==> config.mk <==
export PLATFORM = sky130hd
export DESIGN_NAME = kgp_instr_encoder
export DESIGN_NICKNAME = d
export VERILOG_FILES = /design/src/rtl/kgp_isa_pkg.sv /design/src/rtl/kgp_instr_pack.sv /design/src/rtl/kgp_instr_encoder.sv
export SDC_FILE = /design/constraint.sdc
export NUM_CORES = 1
export LEC_CHECK = 0
export CORE_UTILIZATION = 49
export CTS_BUF_LIST = sky130_fd_sc_hd__clkbuf_2
export DETAILED_ROUTE_END_ITERATION = 10
export PLACE_DENSITY_LB_ADDON = 0.05
export SLEW_MARGIN = 15
export SYNTH_ARGS = -nofsm -noshare
export SYNTH_HDL_FRONTEND = slang
export SYNTH_HIERARCHICAL = 1
export SYNTH_SLANG_ARGS = --single-unit
export TNS_END_PERCENT = 5
==> constraint.sdc <==
create_clock -name clk -period 2.3 [get_ports clk]
set_input_delay 0.69 -clock clk [delete_from_list [all_inputs] [get_ports clk]]
set_output_delay 0.69 -clock clk [all_outputs]
set_load 0.02 [all_outputs]
==> src/rtl/kgp_isa_pkg.sv <==
// KGP-RISC ISA definitions shared by the program-load encoder and the core controller:
// mnemonic codes, opcode/funct constants and instruction field positions.
package kgp_isa_pkg;

   typedef enum logic [4:0] {
      MN_ADD,  MN_SUB,  MN_AND,  MN_OR,   MN_XOR,
      MN_NOT,  MN_SLA,  MN_SLL,  MN_SRA,  MN_SRL,
      MN_ADDI, MN_SUBI, MN_ANDI, MN_ORI,  MN_XORI,
      MN_NOTI, MN_SLAI, MN_SLLI, MN_SRAI, MN_SRLI,
      MN_MOVE, MN_LD,   MN_ST,   MN_BR,   MN_BMI,
      MN_BPL,  MN_BZ
   } mnem_e;

   localparam int OPC_W     = 6;
   localparam int REG_W     = 5;
   localparam int FUNCT_W   = 6;
   localparam int OPC_LSB   = 26;
   localparam int RS_LSB    = 21;
   localparam int RT_LSB    = 16;
   localparam int RD_LSB    = 11;
   localparam int FUNCT_LSB = 0;
   localparam int IMM16_W   = 16;
   localparam int IMM21_W   = 21;
   localparam int IMM26_W   = 26;

   localparam logic [OPC_W-1:0] OPC_RTYPE = 6'b000000;
   localparam logic [OPC_W-1:0] OPC_IBASE = 6'b010000;
   localparam logic [OPC_W-1:0] OPC_LD    = 6'b100001;
   localparam logic [OPC_W-1:0] OPC_ST    = 6'b100010;
   localparam logic [OPC_W-1:0] OPC_BR    = 6'b110000;
   localparam logic [OPC_W-1:0] OPC_BCOND = 6'b110001;

endpackage

==> src/rtl/kgp_instr_pack.sv <==
// Combinational packer: one symbolic KGP-RISC instruction into its 32-bit machine word.
// Codes past BZ are reported as illegal with an all-zero word.
module kgp_instr_pack
   import kgp_isa_pkg::*;
(
   input  logic [4:0]  mnem,
   input  logic [4:0]  rs,
   input  logic [4:0]  rt,
   input  logic [4:0]  rd,
   input  logic [25:0] imm,
   output logic        legal,
   output logic [31:0] word
);

   always_comb begin
      legal = 1'b1;
      word  = '0;
      if (mnem <= MN_SRL) begin
         word[OPC_LSB +: OPC_W]     = OPC_RTYPE;
         word[RS_LSB +: REG_W]      = rs;
         word[RT_LSB +: REG_W]      = rt;
         word[RD_LSB +: REG_W]      = rd;
         word[FUNCT_LSB +: FUNCT_W] = FUNCT_W'(mnem) + FUNCT_W'(1);
      end else if (mnem <= MN_ST) begin
         // I-type ALU ops and MOVE occupy one contiguous opcode run; LD/ST sit apart
         if (mnem <= MN_MOVE)
            word[OPC_LSB +: OPC_W] = OPC_IBASE + OPC_W'(mnem - MN_ADDI);
         else if (mnem == MN_LD)
            word[OPC_LSB +: OPC_W] = OPC_LD;
         else
            word[OPC_LSB +: OPC_W] = OPC_ST;
         word[RS_LSB +: REG_W]   = rs;
         word[RT_LSB +: REG_W]   = rt;
         word[IMM16_W-1:0]       = imm[IMM16_W-1:0];
      end else if (mnem == MN_BR) begin
         word[OPC_LSB +: OPC_W]  = OPC_BR;
         word[IMM26_W-1:0]       = imm;
      end else if (mnem <= MN_BZ) begin
         word[OPC_LSB +: OPC_W]  = OPC_BCOND + OPC_W'(mnem - MN_BMI);
         word[RS_LSB +: REG_W]   = rs;
         word[IMM21_W-1:0]       = imm[IMM21_W-1:0];
      end else begin
         legal = 1'b0;
      end
   end

endmodule

==> src/rtl/kgp_instr_encoder.sv <==
// Program-load encoder: accepts symbolic instructions, packs them and streams the words
// into instruction memory through a one-entry registered write port with backpressure.
module kgp_instr_encoder
   import kgp_isa_pkg::*;
#(
   parameter int AW    = 8,
   parameter int DEPTH = 256
) (
   input  logic          clk,
   input  logic          reset,
   input  logic          start,
   input  logic          in_valid,
   output logic          in_ready,
   input  logic          in_last,
   input  logic [4:0]    in_mnem,
   input  logic [4:0]    in_rs,
   input  logic [4:0]    in_rt,
   input  logic [4:0]    in_rd,
   input  logic [25:0]   in_imm,
   output logic          imem_we,
   output logic [AW-1:0] imem_addr,
   output logic [31:0]   imem_wdata,
   input  logic          imem_ready,
   output logic          busy,
   output logic          done,
   output logic          err,
   output logic [AW:0]   count
);

   typedef enum logic [1:0] {S_IDLE, S_LOAD, S_DRAIN} state_e;

   localparam logic [AW+1:0] DEPTH_EXT = (AW+2)'(DEPTH);

   state_e        state;
   logic          legal;
   logic [31:0]   word;
   logic          accept;
   logic          write_done;
   logic [AW+1:0] occupancy;
   logic [AW+1:0] count_inc;

   kgp_instr_pack u_pack (
      .mnem  (in_mnem),
      .rs    (in_rs),
      .rt    (in_rt),
      .rd    (in_rd),
      .imm   (in_imm),
      .legal (legal),
      .word  (word)
   );

   // Occupancy counts the word still waiting in the output register, so the
   // memory can never be asked to take more than DEPTH words.
   assign write_done = imem_we && imem_ready;
   assign occupancy  = {1'b0, count} + (AW+2)'(imem_we);
   assign count_inc  = {1'b0, count} + (AW+2)'(1);
   assign in_ready   = (state == S_LOAD) && (!imem_we || imem_ready) && (occupancy < DEPTH_EXT);
   assign accept     = in_valid && in_ready;
   assign busy       = (state != S_IDLE);

   always_ff @(posedge clk or posedge reset) begin
      if (reset) begin
         state      <= S_IDLE;
         imem_we    <= 1'b0;
         imem_addr  <= '0;
         imem_wdata <= '0;
         done       <= 1'b0;
         err        <= 1'b0;
         count      <= '0;
      end else begin
         done <= 1'b0;
         if (start) begin
            state     <= S_LOAD;
            imem_we   <= 1'b0;
            imem_addr <= '0;
            err       <= 1'b0;
            count     <= '0;
         end else begin
            if (write_done) begin
               imem_we <= 1'b0;
               count   <= count + (AW+1)'(1);
               if (imem_addr != {AW{1'b1}})
                  imem_addr <= imem_addr + AW'(1);
            end
            case (state)
               S_LOAD: begin
                  if (accept) begin
                     if (legal) begin
                        imem_we    <= 1'b1;
                        imem_wdata <= word;
                        if (in_last)
                           state <= S_DRAIN;
                     end else begin
                        err <= 1'b1;
                        if (in_last) begin
                           state <= S_IDLE;
                           done  <= 1'b1;
                        end
                     end
                  end else if (write_done && count_inc == DEPTH_EXT) begin
                     // memory full before the program's last instruction arrived
                     err   <= 1'b1;
                     state <= S_IDLE;
                  end
               end
               S_DRAIN: begin
                  if (write_done) begin
                     done  <= 1'b1;
                     state <= S_IDLE;
                  end
               end
               default: ;
            endcase
         end
      end
   end

endmodule
==> impl_metrics.ini, run 1 <==
[outcome]
status = finished with violations
violations = negative setup slack

[critical_path]
max_stage_delay_ns = 0.54
path_class = in2out
end_kind = output port
cp.buffers_inverters = 2
path_cells = clkdlybuf4s50_1, o31ai_4, a21oi_2, buf_6
startpoint_type = input port
crit_slowest_cell = clkdlybuf4s50_1
path_max_fanout = 2
critPathArrivalTime_ns = 1.62
crit_family = buffers and inverters
cp.required_ns = 1.61

[clock_network]
cts_buffers = 5
postCtsHoldBufs = 0
clk_pin_slew_ns = 0.26
h-tree-depth = 2
cts_tree = yes
root_buffer = clkbuf_2
clock_latency_ns = 0.43
cts.sinks = 54
cts.path.max_buffers = 2

[routing]
ant_nets = 0
highest_layer = met4
drc = 0
via_per_inst = 5.23
routedWlPerCell_um = 15.3
vias = 3013
totalWireLength_um = 8790
first_iter_violations = 83
wl_met3_um = 478
wl_met2_um = 4030
dr.pass1.iters = 4
drt-met1-wl_um = 4200

[placed_design]
place.gp.congestion = 0.882
io_buffers = 105
placed_area_sq_mm = 0.00502
place_hpwl_um = 6850
dp_cells = 568

[floorplan]
io_pins = 106
core-area_sq_mm = 0.00679
floorplan.die.height_um = 85.8
die_area_sq_mm = 0.00737
initial_core_util_pct = 50.7
fp.dieW_um = 85.8
fp-row-count = 30

[sta]
fmax_ghz = 0.432
tightest_slew_ns = 0.472
final.setup.tns_ns = -0.0146
holdWs_ns = 0.548
hold_viol = 0
final.period_utilization_pct = 101
rsz0062_at_grt = true
setup-violations-final = 1
finClkSkew_ns = 0.0250
slew_violations = 0
min_period_ns = 2.31
max_slew_margin_pct = 68.5
fin_ws_ns = -0.0146

[cells_and_area]
final_common_cell = clkdlybuf4s50_1
syn_to_final_growth_pct = 47.6
drive_above_1_share_pct = 27.3
final_nets = 546
mostFrequentLayoutCells = 89 x clkdlybuf4s50_1, 55 x buf_4, 50 x dfrtp_1, 29 x mux2_4, 26 x nor2_1
fin_cells = 576
diodes = 0
fin_area_sq_mm = 0.00508

[grt]
grt_usage_pct = 25.0
antenna_found_initial = 0
grt_max_degree = 55
grt-ovfl-total = 0
grt_pass1_vias = 2962
grt_pass1_wl_um = 14400

[power_and_ir_drop]
comb_power_share_pct = 54.9
p_sw_w = 0.00148
seqPwrFrac_pct = 36.1
peakVddDrop_uv = 472
pwr-share-clk_pct = 9.0
power.leakage_nw = 2.35
swShare_pct = 36.5
power_density_mw_per_mm2 = 797
cellInternalPower_w = 0.00258

[synth]
synth_seq_area_share_pct = 39.2
ys_types = 64
synth_cells = 325
async_flop_share_pct = 100
synthesis.yosys.warnings = 6
syn_area_sq_mm = 0.00344
avgSynthCellArea_sq_um = 10.6
ys_seq_elements = 54
synth_edf_count = 0
synth_ff_type = dfrtp_1
syn_nets = 391

[run]
drv_cap = 0

[min_path]
worstHoldPathType = reg2reg
==> per-stage QoR <==
step                      utilization, %  total power, W  setup slack [ns]
final                               74.8         0.00405           -0.0146
after global routing                74.8         0.00427           -0.0599
after CTS                           74.3         0.00403           -0.0594
after detailed placement            73.9         0.00368            -0.613
after global placement              73.9         0.00364            -0.523
after floorplan                        -         0.00266           -0.0940
==> repair_timing <==
item | 4_1_cts | 5_1_grt
cloned | 0 | 0
setup buffers | 0 | 1
endpoints found under the setup margin | 43 | 11
gates resized for setup | 19 | 15
==> Yosys cell counts, drive strengths merged, types with 9 or more instances <==
cell type,instances,area share [%]
inv,12,1.3
ha,14,5.1
nand3,11,2.1
dfrtp,54,39
buf,11,2.7
a21oi,15,2.2
nor3,9,1.8
xor2,12,3.1
o21ai,20,3.0
nor2,27,3.0
nand2,17,1.9
a22o,11,2.8
mux2,32,14
==> final timing paths <==
path,slack [ns],end,cells past startpoint,start
max in group asynchronous,1.45,imem_addr[1],3,reset
min in group asynchronous,0.58,imem_wdata[29],3,reset
max reg2reg,0.19,imem_wdata[5],7,state[1]
min,0.55,imem_wdata[12],1,imem_wdata[12]
max,-0.01,in_ready,4,imem_ready
min reg2reg,0.55,imem_wdata[12],1,imem_wdata[12]
==> cells by family (layout without fill, tap and decap cells) <==
logic type      Yosys count  after routing  synth area share (%)
simple gates            102            102                  16.6
compound gates           75             75                  15.9
fa+ha+maj                14             14                  5.09
mux                      34             34                  14.2
xor+xnor                 17             17                  4.32
buf+inv                  29            184                  4.65
flops                    54             54                  39.2
==> power groups by stage <==
stage	sequential [W]	clock, W	combinational [W]
floorplan	0.00179	0	0.000865
CTS	0.00145	0.000377	0.00220
global placement	0.00146	0	0.00218
global route	0.00150	0.000413	0.00236
finish	0.00146	0.000366	0.00223
detailed placement	0.00146	0	0.00222
==> state kept, by name, summed over array words and instances, names as in the netlist <==
name,flops
imem_addr,8
count,9
state,2
done,1
imem_we,1
imem_wdata,32
err,1
==> cell type report <==
type	count	area, sq um
repair buffers	165	1550
clock buffers	6	30.0
multi-input cells	242	1970
inverters	12	52.6
fillers	486	1710
well taps	96	120
flip-flops and latches	54	1360
clock inverters	1	7.51
==> metal layers <==
metal | global-route usage [%] | vias up
li1 | - | 1487
met1 | 35.6 | 1421
met2 | 39.3 | 99
met3 | 4.91 | 6
met4 | 5.91 | 0
met5 | 0 | -
Power figures use the tool's default switching activity.
==> run 2: changes to the inputs <==
- CAP_MARGIN: not set -> 20
- CTS_CLUSTER_SIZE: not set -> 16
- SETUP_SLACK_MARGIN: not set -> 0.05
==> run 2 against run 1 <==
  * The flow now finishes without violations
  * Largest power group unchanged
  * Non-clock buffer count up 2
  * Highest routed layer unchanged
  * Core utilization up 0.83 points
  * Cell area up 1.1%
  * First-iteration DRC count up 9.6%
  * Die area unchanged
  * Flip-flop and latch count unchanged
  * Setup slack better by 0.055 ns
==> impl_metrics.ini, run 2 (synthesis results as in run 1) <==
[outcome]
status = completed

[power_and_ir_drop]
power_density_mw_per_mm2 = 790
power_w = 0.00406
power.leakage_nw = 2.50
peakVddDrop_uv = 472

[sta]
finClkSkew_ns = 0.0320
min_period_ns = 2.26
rsz0062_at_grt = true
final.setup.tns_ns = 0
max_slew_margin_pct = 77.8
slew_violations = 0
final.period_utilization_pct = 98.2
tightest_slew_ns = 0.331
setup-violations-final = 0
hold_viol = 0
fmax_ghz = 0.443

[clock_network]
root_buffer = clkbuf_2
clk_pin_slew_ns = 0.27
cts.path.max_buffers = 2
clock_latency_ns = 0.44
cts.sinks = 54
postCtsHoldBufs = 0
cts_buffers = 5
cts_tree = yes
h-tree-depth = 2

[critical_path]
r2r-start = count[7]
max_stage_delay_ns = 0.45
path_cells = inv_2, ha_4, or2b_1, a21oi_2, buf_6
crit_slowest_cell = dfrtp_1
critPathArrivalTime_ns = 1.57
path_class = reg2out
path_max_fanout = 2
end_kind = output port
startpoint_type = flip-flop
cp.required_ns = 1.61
reg2regPathDepth = 7
crit_start = state[1]

[placed_design]
io_buffers = 105
place_hpwl_um = 6850
place.gp.congestion = 0.882
dp_cells = 568

[cells_and_area]
drive_above_1_share_pct = 28.0
seq_area_sq_mm = 0.00136
syn_to_final_growth_pct = 49.2
diodes = 0
nFillCells = 478
fin_cells = 578
final_common_cell = clkdlybuf4s50_1
final_nets = 548
mostFrequentLayoutCells = 77 x clkdlybuf4s50_1, 55 x buf_4, 51 x dfrtp_1, 29 x mux2_4, 26 x nor2_1
largest_register_ffs = 32
multi_input_area_sq_mm = 0.00198
top_regs = imem_wdata (32), count (9), imem_addr (8)
top_register = imem_wdata

[routing]
via_per_inst = 5.23
routedWlPerCell_um = 15.1
totalWireLength_um = 8750
ant_nets = 0
dr.pass1.iters = 4
drc = 0
first_iter_violations = 91
vias = 3025

[min_path]
worstHoldPathType = reg2reg
hold_path_depth = 1
hp-start = imem_wdata[12]

[floorplan]
die_area_sq_mm = 0.00737
floorplan.die.height_um = 85.8
core-area_sq_mm = 0.00679
fp-row-count = 30
initial_core_util_pct = 50.7
fp.dieW_um = 85.8
io_pins = 106

[run]
drv_cap = 0

[grt]
grt_pass1_wl_um = 14400
antenna_found_initial = 0
grt-ovfl-total = 0
grt_pass1_vias = 2972
grt_usage_pct = 25.0
grt_max_degree = 55
## run 2: changes by cell type in the layout (fill, tap and decap cells not counted), sizes merged
cell           delta
buf               +3
clkbuf            -1
clkdlybuf4s50    -12
dlygate4sd2       +3
dlymetal6s2s      +9
## run 2: path summary, 6_finish.rpt
kind	endpoint	slack (ns)
min in group asynchronous	imem_wdata[17]	0.56
max in group asynchronous	imem_addr[0]	1.47
hold / removal	imem_wdata[12]	0.55
hold reg to reg	imem_wdata[12]	0.55
setup / recovery	in_ready	0.04
setup reg to reg	imem_wdata[21]	0.34
## run 2: critical path: cells and delay by family, from the launching register on
family	cells	cell delay, ns
flops	1	0.45
buf+inv	2	0.21
compound gates	1	0.12
fa+ha+maj	1	0.12
simple gates	1	0.23
## run 2: cell type report
cell class,count,area share [%]
inverter,12,1.02
timing repair buffer,167,30.9
clock inverter,1,0.146
clock buffer,6,0.584
tap,96,2.34
sequential,54,26.4
multi-input combinational,242,38.6
## run 2: through the flow
step	hold slack (ns)	utilization (%)	worst slack, ns	area [sq um]
2_1_floorplan	0.514	-	-0.0940	3480
3_3_place_gp	0.491	73.9	-0.523	5020
3_5_place_dp	0.495	73.9	-0.613	5020
4_1_cts	0.552	74.5	-0.0350	5060
5_1_grt	0.570	75.7	-0.0603	5140
6_report	0.549	75.7	0.0409	5140
## run 2: routing by layer
layer	global-route usage [%]	share of wire (%)	up-vias	routed length, um
met2	39.4	47	83	4100
met4	5.91	1.1	0	98
met5	0	0	-	0
met1	35.6	47	1440	4100
met3	4.91	5.2	10	454
li1	-	-	1492	-
## run 2: where the power goes
group | total [W] | switching (W) | internal (W) | leakage [nW]
logic | 0.00223 | 0.000975 | 0.00125 | 1.78
clock network | 0.000372 | 0.000299 | 0.0000733 | 0.0251
registers | 0.00146 | 0.000210 | 0.00125 | 0.693
total | 0.00406 | 0.00148 | 0.00258 | 2.50
## run 2: what timing repair did
item	in CTS	in global routing
pin swaps	1	0
buffers inserted	2	1
hold endpoints to repair	0	0
endpoints found under the setup margin	46	38
gates resized for setup	26	26
==> run 3: changes to the inputs <==
- ABC_AREA: not set -> 1
- CORE_UTILIZATION: 49 -> 50
- clock period: 2.3 -> 2.2 ns (I/O delays scaled with it)
==> run 3 against run 2 <==
  * The run now ends with negative setup slack left
  * Setup slack lost 0.22 ns
  * Cell area is 4.2% higher
  * Synthesized cell count grew 53%
  * Flip-flop and latch count is the same
  * Total power fell by 20%
  * Sequential share of layout area is 1.1 points lower
  * Cell count increased by 33%
  * Core utilization decreased by 1.4 points
  * Routed wire length increased by 6.1%
==> impl_metrics.ini, run 3 <==
[critical_path]
reg2regPathDepth = 14
end_kind = output port
cp.required_ns = 1.54
max_stage_delay_ns = 0.49
r2r-start = count[0]
cp.buffers_inverters = 1
crit_family = simple AND/OR/NAND/NOR gates
path_max_fanout = 4
path_class = reg2out
r2r_end = state[0]
path_cells = nand2_2, nor2_4, nand3_2, nor2_2, nor3b_4, buf_6
startpoint_type = flip-flop
crit_slowest_cell = dfrtp_1
reg2reg_slack_ns = 0.21
critPathArrivalTime_ns = 1.71

[sta]
fin_ws_ns = -0.174
max_slew_margin_pct = 72.7
final.period_utilization_pct = 108
min_period_ns = 2.37
rsz0062_at_grt = true
slew_violations = 0
setup-violations-final = 1
holdWs_ns = 0.453
tightest_slew_ns = 0.408
fmax_ghz = 0.421
finClkSkew_ns = 0.0195
hold_viol = 0

[synth]
synth_cells = 498
synth_area_leaders = dfrtp_1 36%, nand2_1 13%, o21ai_2 7.5%
synth_seq_area_share_pct = 36.2
synthesis.yosys.warnings = 6
ys_seq_elements = 54
ys_types = 36
syn_nets = 564
synth_commonest_cells = 131 x nand2_1, 73 x inv_1, 54 x dfrtp_1
synth_ff_type = dfrtp_1
yosysTopAreaCell = dfrtp_1
yosysMostFrequentCell = nand2_1
async_flop_share_pct = 100
syn_area_sq_mm = 0.00373
synthDominantCellAreaShare_pct = 36.2
synth_edf_count = 0
avgSynthCellArea_sq_um = 7.49

[run]
drv_cap = 0

[floorplan]
die_area_sq_mm = 0.00781
core-area_sq_mm = 0.00721
floorplan.die.height_um = 88.4
fp-row-count = 31
fp.dieW_um = 88.4
initial_core_util_pct = 51.7
io_pins = 106

[cells_and_area]
top_register = imem_wdata
top_regs = imem_wdata (32), count (9), imem_addr (8)
drive_above_1_share_pct = 26.6
largest_register_ffs = 32
diodes = 0
final_util_pct = 74.2
final_common_cell = nand2_1
syn_to_final_growth_pct = 43.5
mostFrequentLayoutCells = 130 x nand2_1, 75 x buf_4, 67 x inv_1, 54 x dfrtp_1, 50 x clkdlybuf4s50_1
final_nets = 733

[clock_network]
root_buffer = clkbuf_2
cts.sinks = 54
clk_pin_slew_ns = 0.29
cts_buffers = 5
h-tree-depth = 2
cts.path.max_buffers = 2
clock_latency_ns = 0.45
postCtsHoldBufs = 0
cts_tree = yes

[grt]
antenna_found_initial = 0
grt_pass1_vias = 3502
grt_usage_pct = 24.9
grt-ovfl-total = 0
grt_pass1_wl_um = 15300
grt_max_degree = 35

[placed_design]
place_hpwl_um = 7340
place.gp.congestion = 0.862
pre_cts_slack_ns = -0.736
io_buffers = 105

[power_and_ir_drop]
power.leakage_nw = 2.89
peakVddDrop_uv = 367
power_density_mw_per_mm2 = 605

[routing]
first_iter_violations = 171
vias = 3741
totalWireLength_um = 9280
routedWlPerCell_um = 12.1
dr.pass1.iters = 4
via_per_inst = 4.88
ant_nets = 0
drc = 0

[outcome]
status = finished with violations
violations = negative setup slack

[min_path]
worstHoldPathType = in2async
-- run 3: changes by cell type in the layout (fill, tap and decap cells not counted), sizes merged, moves of 10 or more --
cell and change:
a22o -10, clkdlybuf4s50 -27, buf +15, dlygate4sd2 +34, nor2 +11, inv +65
nand2 +148, nand3 +33, o21ai +35, dlymetal6s2s -10, xor2 -10, mux2 -32
-- run 3: through the flow --
step           instances  area (sq um)  total power, W  TNS, ns
2_1_floorplan        498          3750         0.00224        0
3_3_place_gp         755          5300         0.00294    -9.69
3_5_place_dp         755          5300         0.00298   -10.38
4_1_cts              767          5340         0.00327   -0.286
5_1_grt              767          5350         0.00345   -0.325
6_report             767          5350         0.00324   -0.174
-- run 3: timing repair --
item,4_1_cts,5_1_grt
buffers inserted,4,0
endpoints found under the setup margin,53,8
pin swaps,3,1
resized for setup,72,4
-- run 3: layout make-up --
type,count,area (sq um)
Fill cell,616,1860
Multi-Input combinational cell,350,1960
Sequential cell,54,1350
Tap cell,99,124
Timing Repair Buffer,179,1580
Clock buffer,5,25.0
Clock inverter,3,21.3
Inverter,77,294
-- run 3: worst register-to-register path, cell delays in order (launching register included) --
cell,delay (ns)
dfrtp_1,0.45
buf_4,0.18
ha_1,0.23
nand3_1,0.14
inv_1,0.11
nand2_1,0.09
nand2_1,0.06
nand2_1,0.09
nand3_1,0.09
nor2_1,0.21
nor2_1,0.07
nand2_1,0.08
nand2_1,0.07
nand2_1,0.06
nand2_1,0.04
-- run 3: report_power, final --
| group | switching (W) | internal [W] |
|---|---|---|
| sequential | 0.000142 | 0.00120 |
| combinational | 0.000820 | 0.000661 |
| clock | 0.000331 | 0.0000784 |
| total | 0.00129 | 0.00194 |
-- run 3: per-layer routing --
layer	part of all wire (%)	GRT usage, %	up-vias
met5	0	0	-
met4	1.2	7.77	0
met3	3.3	3.08	10
met2	54	46.6	86
met1	42	29.4	1733
li1	-	-	1912
-- run 3: cells by family after synthesis --
family	Yosys count	share of synthesized area, %
compound gates	75	14.0
simple gates	258	31.8
xor+xnor	3	0.704
flops	54	36.2
fa+ha+maj	14	4.69
buf+inv	94	12.6
-- run 3: worst max-delay path by stage --
stage	startpoint	endpoint	cells after the start
finish	count[4]	in_ready	6
global route	state[1]	in_ready	7
CTS	state[1]	in_ready	7
detailed placement	imem_ready	in_ready	6
global placement	imem_ready	in_ready	6
floorplan	in_mnem[2]	imem_wdata[15]	13
